File: config.mk
export PLATFORM = sky130hd
export DESIGN_NAME = seq_mult_ctrl
export DESIGN_NICKNAME = d
export VERILOG_FILES = /design/src/rtl/seq_mult_ctrl.sv
export SDC_FILE = /design/constraint.sdc
export NUM_CORES = 1
export LEC_CHECK = 0
export ABC_AREA = 1
export CAP_MARGIN = 20
export CORE_MARGIN = 3
export CORE_UTILIZATION = 55
export CTS_BUF_LIST = sky130_fd_sc_hd__clkbuf_2 sky130_fd_sc_hd__clkbuf_4 sky130_fd_sc_hd__clkbuf_8
export DETAILED_ROUTE_END_ITERATION = 12
export GPL_TIMING_DRIVEN = 0
export PLACE_DENSITY_LB_ADDON = 0.08
export SYNTH_ARGS = -nofsm -noshare
export SYNTH_HDL_FRONTEND = slang
export SYNTH_SLANG_ARGS = --single-unit
File: constraint.sdc
create_clock -name clk -period 14.5 [get_ports clk]
set_input_delay 2.9 -clock clk [delete_from_list [all_inputs] [get_ports clk]]
set_output_delay 2.9 -clock clk [all_outputs]
set_load 0.02 [all_outputs]
File: src/rtl/seq_mult_ctrl.sv
// -----------------------------------------------------------------------------
// seq_mult_ctrl
//
// Multi-cycle WIDTH x WIDTH -> 2*WIDTH multiplier controller. A single shared
// add datapath is stepped over WIDTH iterations. A start/busy/done handshake
// controls it, and the product is held until the next accepted start.
//
// Build option (macro SEQ_MULT_SIGNED_EN):
//   defined     : signed radix-2 Booth operation. M is sign-extended, the shift
//                 is arithmetic, and subtraction adds (~M + 1).
//   not defined : unsigned shift-add operation. M is zero-extended, and the
//                 carry in acc[WIDTH] is shifted down by a logical shift.
//   Handshake, latency and reset behaviour are identical in both builds.
//
// Ports:
//   clk      in   rising-edge clock
//   rst      in   asynchronous, active-high reset
//   start    in   multiply request; sampled only in IDLE
//   op_a     in   [WIDTH-1:0]   multiplicand M, captured on accepted start
//   op_b     in   [WIDTH-1:0]   multiplier Q, captured on accepted start
//   busy     out  high while iterating (CALC state)
//   done     out  one-cycle pulse when product is valid
//   product  out  [2*WIDTH-1:0] result, held until the next accepted start
//
// Timing: start is sampled at edge k. CALC iterates on edges k+1..k+WIDTH.
// DONE registers the product at edge k+WIDTH+1, so done is high in the cycle
// that follows that edge.
// -----------------------------------------------------------------------------
module seq_mult_ctrl #(
    parameter int WIDTH = 32,
    parameter int CNT_W = 6
) (
    input  logic                 clk,
    input  logic                 rst,
    input  logic                 start,
    input  logic [WIDTH-1:0]     op_a,
    input  logic [WIDTH-1:0]     op_b,
    output logic                 busy,
    output logic                 done,
    output logic [2*WIDTH-1:0]   product
);

    localparam logic [1:0] IDLE = 2'd0;
    localparam logic [1:0] CALC = 2'd1;
    localparam logic [1:0] DONE = 2'd2;

    localparam logic [CNT_W-1:0] CNT_INIT = CNT_W'(WIDTH);
    localparam logic [CNT_W-1:0] CNT_LAST = CNT_W'(1);
    localparam logic [WIDTH:0]   ONE_EXT  = {{WIDTH{1'b0}}, 1'b1};

    logic [1:0]         state_reg;
    logic [WIDTH:0]     m_reg;
    logic [WIDTH:0]     acc_reg;
    logic [WIDTH-1:0]   q_reg;
    logic [CNT_W-1:0]   count_reg;
    logic               done_reg;
    logic [2*WIDTH-1:0] product_reg;

    logic [WIDTH:0]     m_ext;      // operand A extended to accumulator width
    logic [WIDTH:0]     addend;     // selected value added to acc this iteration
    logic [WIDTH:0]     acc_sum;    // acc + addend, carry-out discarded
    logic               shift_fill; // bit shifted into acc[WIDTH] on the shift

`ifdef SEQ_MULT_SIGNED_EN
    logic q_m1_reg;

    assign m_ext = {op_a[WIDTH-1], op_a};

    // Booth recoding of {Q[0], q_m1}. 10 subtracts M as an add of ~M + 1.
    // The extra accumulator bit keeps -(-2^(WIDTH-1)) representable.
    always_comb begin
        addend = '0;
        case ({q_reg[0], q_m1_reg})
            2'b01:   addend = m_reg;
            2'b10:   addend = (~m_reg) + ONE_EXT;
            default: addend = '0;
        endcase
    end

    // Arithmetic shift: replicate the sign of the freshly summed accumulator.
    assign shift_fill = acc_sum[WIDTH];

    always_ff @(posedge clk or posedge rst) begin
        if (rst) begin
            q_m1_reg <= 1'b0;
        end else if (state_reg == IDLE && start) begin
            q_m1_reg <= 1'b0;
        end else if (state_reg == CALC) begin
            q_m1_reg <= q_reg[0];
        end
    end
`else
    assign m_ext = {1'b0, op_a};

    always_comb begin
        addend = '0;
        if (q_reg[0]) begin
            addend = m_reg;
        end
    end

    // Logical shift. The carry out of the WIDTH-bit add is held in
    // acc_sum[WIDTH] and moves down into acc[WIDTH-1]. A zero enters at the top.
    assign shift_fill = 1'b0;
`endif

    assign acc_sum = acc_reg + addend;

    always_ff @(posedge clk or posedge rst) begin
        if (rst) begin
            state_reg   <= IDLE;
            m_reg       <= '0;
            acc_reg     <= '0;
            q_reg       <= '0;
            count_reg   <= '0;
            done_reg    <= 1'b0;
            product_reg <= '0;
        end else begin
            done_reg <= 1'b0;
            case (state_reg)
                IDLE: begin
                    if (start) begin
                        m_reg     <= m_ext;
                        q_reg     <= op_b;
                        acc_reg   <= '0;
                        count_reg <= CNT_INIT;
                        state_reg <= CALC;
                    end
                end
                CALC: begin
                    // {acc, Q} shift right by one as a single register.
                    acc_reg   <= {shift_fill, acc_sum[WIDTH:1]};
                    q_reg     <= {acc_sum[0], q_reg[WIDTH-1:1]};
                    count_reg <= count_reg - CNT_LAST;
                    if (count_reg == CNT_LAST) begin
                        state_reg <= DONE;
                    end
                end
                DONE: begin
                    // A start seen here is intentionally dropped.
                    product_reg <= {acc_reg[WIDTH-1:0], q_reg};
                    done_reg    <= 1'b1;
                    state_reg   <= IDLE;
                end
                default: begin
                    state_reg <= IDLE;
                end
            endcase
        end
    end

    assign busy    = (state_reg == CALC);
    assign done    = done_reg;
    assign product = product_reg;

endmodule

### Yosys cells after proc, flatten, opt, wreduce, memory -nomap -nowiden

Index checks and enable logic that the tools add are counted.
W data, S select, Z words.

* add/subtract/negate cells: 2
* equality and inequality tests: 5
* muxes and demuxes: 11
* reductions and logical operators: 5

Operators by type and width (count)
* $pmux W33 S2: 1
* $mux W32: 2
* $pmux W32 S2: 1
* $add A33 B33 Y33: 1
* $mux W33: 1
* $pmux W6 S2: 1
* $eq A6 B1 Y1 const B: 1
* $mux W6: 1
* $reduce_and A2 Y1: 3
* $sub A6 B1 Y6 const B: 1
* $mux W2: 2
* $pmux W2 S2: 1
* $eq A2 B1 Y1 const B: 1
* $eq A2 B2 Y1 const B: 1
* $logic_not A2 Y1: 1
* $ne A2 B1 Y1 const B: 1
* $ne A2 B2 Y1 const B: 1
* $reduce_bool A2 Y1: 1
* $mux W1: 1

* bits in registers: 170
* bits of input ports: 67
* output and inout port bits: 66
* logic and storage cells: 30

### Logic depth before layout (Yosys ltp)

* depth in word-level cells: 3
* gate-level depth with buffers: 18
* mapped depth without buffers: 16

### Worst setup path after synthesis

OpenSTA, ideal clock, no wires.

* path type: register -> output
* from: register state_reg[1]
* to: output port busy
* data arrival time: 1.044 ns
* required time: 11.600 ns
* path slack: 10.556 ns
* cell stages (with the launch flop): 3
* buffers on the path: 1
* cell sequence: dfrtp_1 > nor2_8 > buf_1

* word-level cells in the longest chain between the ends: 1

RTL lines
* start, declared: RTL line 51 `logic [1:0] state_reg;`
* start signal, assigned: RTL line 111 `state_reg <= IDLE;`
* start signal, assigned: RTL line 127 `state_reg <= CALC;`
* start signal, assigned: RTL line 136 `state_reg <= DONE;`
* $eq A2 B1 Y1: RTL line 152 `assign busy = (state_reg == CALC);`
* end, declared: RTL line 38 `output logic busy,`

Every way passes these cells.

### Final worst setup path

Same ends and word-level chain as after synthesis.

==> impl_metrics.toml <==
[status]
status = "finished, final reports clean"

[finish]
fin_nets = 1502
syn_to_final_growth_pct = 22.3
antenna_cells = 0
final_util = 0.695
drive_gt1_frac = 0.0538
largest_register_ffs = 64

[worst_setup_path]
worst-path-max-fanout = 10
endpoint_kind = "output pin"
crit_path_start = "state_reg[1]"
crit_type = "reg -> out"
reg2reg_from = "q_reg[0]"
arrival_ns = 2.45
critPathLaunchType = "register"
cp.required_ns = 11.60

[die]
die_h_um = 135
start_util = 0.568
rows = 46
design.core.area_mm2 = 0.0161
die_w_um = 135
fp.dieArea_mm2 = 0.0182
io_pins = 133

[route]
vias = 8154
first_pass_iters = 5
routed_wl_mm = 23.4
postRouteAntennaNets = 0
wl_per_cell_um = 14.3
vias_per_cell = 5.01
drcViolationCount = 0
drt_iter0_markers = 631

[synth]
ys.flop_type = "dfrtp_1"
synthTopCellsByArea = "dfrtp_1, nand2_1, inv_1, ha_1, o21ai_0"
ys_warn_count = 0
netlist_instances = 1248
synth_edf_count = 0
syn-num-nets = 1350
syn_avg_cell_area_um2 = 7.34
netlist_area_mm2 = 0.00916
synth-async-reset-ratio = 1.00
yosysTopAreaCell = "dfrtp_1"
ys_ff_latch = 169
ys_top_cells_by_count = "nand2_1, inv_1, dfrtp_1"
synth_most_common_cell = "nand2_1"
synth_top_area_frac = 0.462
synth_cell_type_count = 31
ys_seq_area_frac = 0.462

[power_and_ir_drop]
p_int_uw = 661
vdd_drop_max_uv = 52.9
p_switching_uw = 198
p_leak_uw = 0.00620
seq_power_share = 0.548
p_per_area_mw_per_mm2 = 76.7
combPwrFrac = 0.033
power_frac_clock = 0.419
swShare = 0.231

[timing]
rsz0062_at_grt = "no"
slew_viol_final = 0
max_freq_mhz = 187
slew_headroom = 0.559
finalSetupTns_ns = 0
setup_violations = 0
tightest_slew_ns = 0.661
min_period_ns = 5.35
finalHoldViolCount = 0
period_share = 0.369
fin_skew_ns = 0.00900

[global_route]
grt_pass1_wl_mm = 38.4
grtUsageTotal = 0.267
grt_pass1_vias = 7690
grt_max_degree = 118
grt-ovfl-total = 0
antenna_found_initial = 0

[clock_network]
cts.repair.resized = 0
cts_hold_buf = 0
cts_buffer_depth = 2
htree_levels = 4
clk_latency_ns = 0.46
cts.clk_slew.worst_paths_ns = 0.09
clock-sinks = 169
cts_tree = "yes"
post_cts_buffers = 0
clock_tree.root_cell = "clkbuf_8"
cts_buffers = 17

[placement]
portBuffers = 132
place_congestion = 0.933
dp_hpwl_mm = 17.8

[min_path]
hp-start = "product[58]"
min_path_type = "reg -> reg"

[run]
drv_cap = 0
==> area by class of cell <==
| class | count | area (um^2) |
|---|---|---|
| buffer | 40 | 191 |
| clock buffer | 17 | 234 |
| clock inverter | 14 | 184 |
| fill | 1390 | 4910 |
| inverter | 213 | 807 |
| multi-input combinational | 826 | 3940 |
| sequential | 169 | 4230 |
| tap | 216 | 270 |
| timing repair buffer | 133 | 1350 |
==> cells in the final DEF (no fill, tap or decap), drive strengths merged, types with 2 or more instances in the layout <==
cell / netlist / routed
a21oi: 32 / 32
a22oi: 31 / 31
buf: 28 / 29
bufinv: 0 / 3
clkbuf: 12 / 29
clkdlybuf4s50: 0 / 132
clkinv: 0 / 2
clkinvlp: 0 / 3
dfrtp: 169 / 169
ha: 34 / 34
inv: 213 / 219
nand2: 494 / 494
nand3: 45 / 45
nand4: 3 / 3
nor2: 55 / 55
nor3: 4 / 4
o21ai: 109 / 109
o21bai: 3 / 3
o22ai: 8 / 8
xnor2: 2 / 2
==> final timing paths <==
path	cells after the start	end	slack [ns]
hold / removal	2	product[58]	0.48
setup / recovery	3	busy	9.15
min in group asynchronous	2	product[17]	2.84
hold reg to reg	2	product[58]	0.48
setup reg to reg	18	acc_reg[31]	11.04
max in group asynchronous	3	m_reg[23]	10.75
==> power by group through the flow <==
stage | clock (uW) | sequential (uW) | combinational, uW
floorplan | 0 | 480 | 6.83
global placement | 0 | 480 | 27.3
detailed placement | 0 | 480 | 28.5
CTS | 367 | 471 | 28.7
global route | 390 | 471 | 31.2
finish | 360 | 471 | 28.0
==> critical path: stages, from the launching register on <==
cell	delay, ns
dfrtp_1	0.46
nor2_8	0.25
buf_1	0.54
clkdlybuf4s50_1	0.74
==> routing by layer <==
layer | up-vias | GRT usage | wire length, um
met4 | 0 | 0.0784 | 393
met1 | 3692 | 0.391 | 10900
met3 | 27 | 0.0373 | 1540
met5 | - | 0 | 0
li1 | 4173 | - | -
met2 | 262 | 0.419 | 10500
==> cell families after synthesis <==
logic type                 after synthesis  share of synthesized area
buffers and inverters                  253                      0.108
AOI/OAI and AO/OA                      184                      0.117
DFF                                    169                      0.462
muxes                                    1                    0.00109
and+or+nand+nor                        603                      0.261
adders and majority gates               35                     0.0486
xor gates and xnor gates                 3                    0.00287
==> metrics by stage <==
| step | std cells | setup WS, ns | cell area [um^2] | hold slack [ns] | total power (uW) |
|---|---|---|---|---|---|
| 6_report | 1628 | 9.15 | 11200 | 0.475 | 859 |
| 3_3_place_gp | 1596 | 4.88 | 10800 | 0.455 | 508 |
| 3_5_place_dp | 1597 | 9.64 | 10800 | 0.458 | 509 |
| 4_1_cts | 1628 | 9.11 | 11200 | 0.481 | 867 |
| 5_1_grt | 1628 | 9.08 | 11200 | 0.504 | 893 |
| 2_1_floorplan | 1248 | 7.02 | 9160 | 0.440 | 487 |
Power figures use the tool's default switching activity.
